===== config.mk =====
export PLATFORM = sky130hd
export DESIGN_NAME = serial_flat
export DESIGN_NICKNAME = d
export VERILOG_FILES = /design/src/rtl/serial_pkg.sv /design/src/rtl/serial_if.sv /design/src/rtl/serial_tick_div.sv /design/src/rtl/serial.sv /design/src/flat_wrapper.sv
export SDC_FILE = /design/constraint.sdc
export NUM_CORES = 1
export LEC_CHECK = 0
export CAP_MARGIN = 20
export CORE_UTILIZATION = 50
export DETAILED_ROUTE_END_ITERATION = 12
export PLACE_DENSITY = 0.74
export REMOVE_ABC_BUFFERS = 1
export SLEW_MARGIN = 20
export SYNTH_ARGS = -nofsm -noshare
export SYNTH_HDL_FRONTEND = slang
export SYNTH_HIERARCHICAL = 1
export SYNTH_SLANG_ARGS = --single-unit

===== constraint.sdc =====
create_clock -name i_clk -period 2 [get_ports i_clk]
set_clock_uncertainty 0.1 [all_clocks]
set_input_delay 0.4 -clock i_clk [delete_from_list [all_inputs] [get_ports i_clk]]
set_output_delay 0.4 -clock i_clk [all_outputs]
set_load 0.005 [all_outputs]

===== src/rtl/serial_pkg.sv =====
// Shared types and sizing helpers for the parallel-to-serial converter.
package serial_pkg;

  typedef enum logic [0:0] {
    IDLE  = 1'b0,
    SHIFT = 1'b1
  } serial_state_t;

  // Counter width able to hold 0..n-1, never narrower than one bit
  function automatic int unsigned cnt_width(input int unsigned n);
    return (n < 2) ? 1 : $clog2(n);
  endfunction

endpackage


===== src/rtl/serial_if.sv =====
// Word handshake in, strobed bit stream out.
interface serial_if #(
  parameter int unsigned p_width = 8
);
  logic [p_width-1:0] i_dat;
  logic               i_vld;
  logic               o_rdy;
  logic               o_val;
  logic               o_stp;
  logic               o_lst;
  logic               o_bsy;

  modport master (
    output i_dat, i_vld,
    input  o_rdy, o_val, o_stp, o_lst, o_bsy
  );

  modport slave (
    input  i_dat, i_vld,
    output o_rdy, o_val, o_stp, o_lst, o_bsy
  );
endinterface


===== src/rtl/serial_tick_div.sv =====
// Bit-period prescaler: tick_c flags the last cycle of every p_div-cycle period.
module serial_tick_div
  import serial_pkg::*;
#(
  parameter int unsigned p_div = 1
) (
  input  logic clk,
  input  logic rst_n,
  input  logic clr,
  output logic tick_c
);

  localparam int unsigned PW = cnt_width(p_div);
  localparam logic [PW-1:0] LAST = PW'(p_div - 1);

  logic [PW-1:0] cnt;

  always_ff @(posedge clk or negedge rst_n) begin
    if (!rst_n) begin
      cnt <= '0;
    end else if (clr || cnt == LAST) begin
      cnt <= '0;
    end else begin
      cnt <= cnt + PW'(1);
    end
  end

  assign tick_c = (cnt == LAST);

endmodule


===== src/rtl/serial.sv =====
// Parallel-to-serial converter, MSB first, with a one-word holding buffer
// so that back-to-back frames leave no gap on the bit stream.
module serial
  import serial_pkg::*;
#(
  parameter int unsigned p_width = 8,
  parameter int unsigned p_div   = 1
) (
  input  logic     i_clk,
  input  logic     i_rst,
  serial_if.slave  bus
);

  localparam int unsigned CW = cnt_width(p_width);
  localparam logic [CW-1:0] BIT_LAST   = CW'(p_width - 1);
  localparam logic [CW-1:0] BIT_PENULT = CW'(p_width - 2);

  serial_state_t      state;
  logic [p_width-1:0] buf_dat;
  logic [p_width-1:0] shr;
  logic [CW-1:0]      bit_cnt;
  logic               rdy;
  logic               val;
  logic               stp;
  logic               lst;
  logic               bsy;

  logic tick_c;
  logic clr_c;
  logic accept_c;
  logic frame_end_c;
  logic load_c;

  // Prescaler held at zero while idle so each frame starts on a fresh period
  assign clr_c = (state == IDLE);

  serial_tick_div #(.p_div(p_div)) u_tick (
    .clk    (i_clk),
    .rst_n  (i_rst),
    .clr    (clr_c),
    .tick_c (tick_c)
  );

  assign accept_c    = bus.i_vld & rdy;
  assign frame_end_c = (state == SHIFT) & tick_c & (bit_cnt == BIT_LAST);
  assign load_c      = !rdy & ((state == IDLE) | frame_end_c);

  // Holding buffer; rdy doubles as the "buffer empty" flag
  always_ff @(posedge i_clk or negedge i_rst) begin
    if (!i_rst) begin
      buf_dat <= '0;
      rdy     <= 1'b1;
    end else if (accept_c) begin
      buf_dat <= bus.i_dat;
      rdy     <= 1'b0;
    end else if (load_c) begin
      rdy     <= 1'b1;
    end
  end

  // Shifter FSM: loads from the buffer, then walks one bit per period
  always_ff @(posedge i_clk or negedge i_rst) begin
    if (!i_rst) begin
      state   <= IDLE;
      shr     <= '0;
      bit_cnt <= '0;
      val     <= 1'b0;
      stp     <= 1'b0;
      lst     <= 1'b0;
      bsy     <= 1'b0;
    end else begin
      stp <= 1'b0;
      lst <= 1'b0;
      if (load_c) begin
        state   <= SHIFT;
        shr     <= buf_dat << 1;
        val     <= buf_dat[p_width-1];
        bit_cnt <= '0;
        stp     <= 1'b1;
        bsy     <= 1'b1;
      end else if (frame_end_c) begin
        state   <= IDLE;
        val     <= 1'b0;
        bit_cnt <= '0;
        bsy     <= 1'b0;
      end else if (state == SHIFT && tick_c) begin
        shr     <= shr << 1;
        val     <= shr[p_width-1];
        bit_cnt <= bit_cnt + CW'(1);
        stp     <= 1'b1;
        lst     <= (bit_cnt == BIT_PENULT);
      end
    end
  end

  assign bus.o_rdy = rdy;
  assign bus.o_val = val;
  assign bus.o_stp = stp;
  assign bus.o_lst = lst;
  assign bus.o_bsy = bsy;

endmodule


===== src/flat_wrapper.sv =====
// flat-port wrapper written by rule: the top's interface ports become plain ports
module serial_flat import serial_pkg::*;
#(
  parameter int unsigned p_width = 8,
  parameter int unsigned p_div   = 1
)
  (i_clk, i_rst, bus_i_dat, bus_i_vld, bus_o_rdy, bus_o_val, bus_o_stp, bus_o_lst, bus_o_bsy);
  serial_if #(.p_width(p_width)) bus_i ();
  input  logic i_clk;
  input  logic i_rst;
  input wire logic [$bits(bus_i.i_dat)-1:0] bus_i_dat;
  input wire logic [$bits(bus_i.i_vld)-1:0] bus_i_vld;
  output wire logic [$bits(bus_i.o_rdy)-1:0] bus_o_rdy;
  output wire logic [$bits(bus_i.o_val)-1:0] bus_o_val;
  output wire logic [$bits(bus_i.o_stp)-1:0] bus_o_stp;
  output wire logic [$bits(bus_i.o_lst)-1:0] bus_o_lst;
  output wire logic [$bits(bus_i.o_bsy)-1:0] bus_o_bsy;
  assign bus_i.i_dat = bus_i_dat;
  assign bus_i.i_vld = bus_i_vld;
  assign bus_o_rdy = bus_i.o_rdy;
  assign bus_o_val = bus_i.o_val;
  assign bus_o_stp = bus_i.o_stp;
  assign bus_o_lst = bus_i.o_lst;
  assign bus_o_bsy = bus_i.o_bsy;
  serial #(.p_width(p_width), .p_div(p_div)) u_core (.i_clk(i_clk), .i_rst(i_rst), .bus(bus_i));
endmodule

==> flow_metrics.tcl <==
set metrics [dict create \
    num_antenna_cells 0 \
    syn_avg_cell_area_sq_um 11.11 \
    ys_top_cells_by_area "dfrtp_1 48%, mux2_2 7.6%, a222oi_1 5.1%" \
    outcome "finished clean" \
    wl_per_cell_um 14.03 \
    synthArstFlopShare_pct 100.0 \
    synth_enable_flop_cells 0 \
    crit_chain "clkdlybuf4s50_1" \
    area_growth_pct 17.68 \
    use_met3_pct 2.424 \
    start_util_pct 53.22 \
    yosys.area_share.simple_pct 8.421 \
    numPortBuffers 15 \
    regToRegSetupSlack_ps 190 \
    r2r_cells 5 \
    cts_htree_levels 1 \
    synth_commonest_cells "23 x dfrtp_1, 13 x inv_1, 8 x mux2_2" \
    finalSetupViolCount 0 \
    ys_seq_elements 24 \
    largest_reg_flops 8 \
    hold_ws_ps 340.4 \
    fin_setup_tns_ps 0 \
    cts_num_sinks 24 \
    drv_cap 0 \
    slowest_stage "clkdlybuf4s50_1" \
    end_kind "primary output" \
    report.final.slew_viol_count 0 \
    drt-total-wl_um 2132 \
    cts_made_buffers 3 \
    worst_setup_path_start_kind "flip-flop" \
    antenna_found_initial 0 \
    critical_path_class "flip-flop to primary output" \
    yosysMostFrequentCell "dfrtp_1" \
    grt.overflow.total 0 \
    row_count 17 \
    top_regs "u_core/buf_dat: 8 flops, u_core/shr: 7 flops, u_core/bit_cnt: 3 flops" \
    critical_path_required_ps 1500 \
    detail-route-antenna-nets 0 \
    core_region_area_sq_mm 0.002233 \
    met2_usage_pct 31.78 \
    drc 0 \
    hold_violations 0 \
    crit_path_max_incr_delay_ps 540 \
    leakage_nw 0.6833 \
    yosys.area.top_type_share_pct 48.42 \
    grt_util_met1_pct 26.72 \
    grt_usage_pct 19.72 \
    power_density_mw_per_mm2 1242 \
    grt_pass1_wl_um 3808 \
    synth_adder_area_share_pct 3.158 \
    fin_util_pct 62.63 \
    synth-xor-area-share_pct 0 \
    place_congestion 0.8634 \
    netlist_area_sq_mm 0.001189 \
    clk_latency_ps 300 \
    drt_pass1_iterations 5 \
    synth_warnings 6 \
    num_io_pins 16 \
    synth_compound_area_share_pct 21.16 \
    cp_num_buf_inv 1 \
    holdBufCountCts 0 \
    cts_buffer_depth 2 \
    min_path_type "primary input to asynchronous set/reset pin" \
    vias_per_cell 5.763 \
    synthMuxAreaShare_pct 9.263 \
    die-area_sq_mm 0.002576 \
    initialDrtViolationCount 41 \
    fill_cells 189 \
    die_x_um 50.76 \
    final.period_utilization_pct 92.71 \
    yosysSeqAreaShare_pct 50.63 \
    rsz0062_at_grt "false" \
    fp.dieH_um 50.76 \
    r2r_end "u_core/shr[2]" \
    cts_root_buf "clkbuf_4" \
    grt-busiest-layer "met2" \
    clk_pin_slew_ps 130 \
    path_delay_family "buffers and inverters" \
    path_max_fanout 12 \
    cts_tree "built" \
    power_mw 1.737 \
    arrival_ps 1350 \
    nets 139 \
    yosys_most_used_dff "dfrtp_1" \
    syn_inst 107 \
    place_hpwl_um 1550 \
    synth_cell_types 30 \
    yosysTopAreaCell "dfrtp_1" \
    dr_total_vias 876 \
    grt_pass1_vias 854 \
    ir_worst_vdd_v 0.0006763 \
    grt_max_degree 25 \
    fmax_mhz 539.3 \
    drive_above_1_share_pct 16.13 \
    synth_top_family_by_area "compound AO/OA/AOI/OAI gates" \
    fin_crit_ps 1854 \
    r2r_start "u_core/bit_cnt[1]" \
    top_register "u_core/buf_dat" \
]
-- per-stage QoR --
stage          cells  setup slack, ps  area [sq um]
6_report         152            145.8          1399
5_1_grt          152            37.86          1399
4_1_cts          152            35.19          1395
3_5_place_dp     148            136.9          1369
3_3_place_gp     148            282.2          1369
2_1_floorplan    101            307.3          1154
-- cells by family after synthesis --
family,count (synthesis)
and+or+nand+nor,19
AOI/OAI and AO/OA,31
adders and majority gates,3
buffers and inverters,19
DFF,24
muxes,10
other,1
-- final cells by class --
class / count / area (sq um) / area share, %
timing repair buffer: 19 / 180.2 / 12.88
inverter: 13 / 48.80 / 3.488
tap: 28 / 35.03 / 2.504
clock buffer: 4 / 26.28 / 1.878
multi-input combinational: 64 / 505.5 / 36.14
sequential: 24 / 603.1 / 43.11
-- report_power, final --
group	internal, mW	leakage, nW	switching, mW	total [mW]
clock	0.0776	0.0150	0.132	0.209
combinational	0.386	0.394	0.352	0.738
sequential	0.675	0.275	0.113	0.789
-- routing by layer --
metal,part of all wire (%),vias to the layer above
met1,46,421
met3,6.1,4
met2,46,34
li1,-,417
met4,1.8,0
met5,0,-
-- layout by cell type, fill, tap and decap left out, types with 2 or more instances in the layout --
cell type / count
a21o_1: 7
clkdlybuf4s50_1: 15
nand2_1: 3
nor2_1: 7
inv_1: 13
ha_1: 3
mux2_2: 8
a22o_1: 3
o22ai_1: 3
dfrtp_1: 22
a222oi_1: 6
buf_4: 4
clkbuf_4: 3
mux2i_1: 2
o2bb2ai_1: 6
o21ai_0: 2
-- worst max-delay path by stage --
stage | startpoint | endpoint | depth (start not counted)
after floorplan | u_core/bit_cnt[1] | u_core/shr[2] | 5
after global placement | u_core/bit_cnt[1] | u_core/shr[1] | 5
after detailed placement | u_core/bit_cnt[1] | u_core/shr[2] | 5
after CTS | u_core/bus.o_bsy | bus_o_bsy | 1
after global routing | u_core/bit_cnt[1] | u_core/shr[5] | 5
final | u_core/bus.o_bsy | bus_o_bsy | 1
-- repair_timing --
action,in CTS,in global routing
setup endpoints to repair,0,8
resized for setup,0,2
setup buffers,0,0
Note: power is estimated with default switching activity, not from simulation.
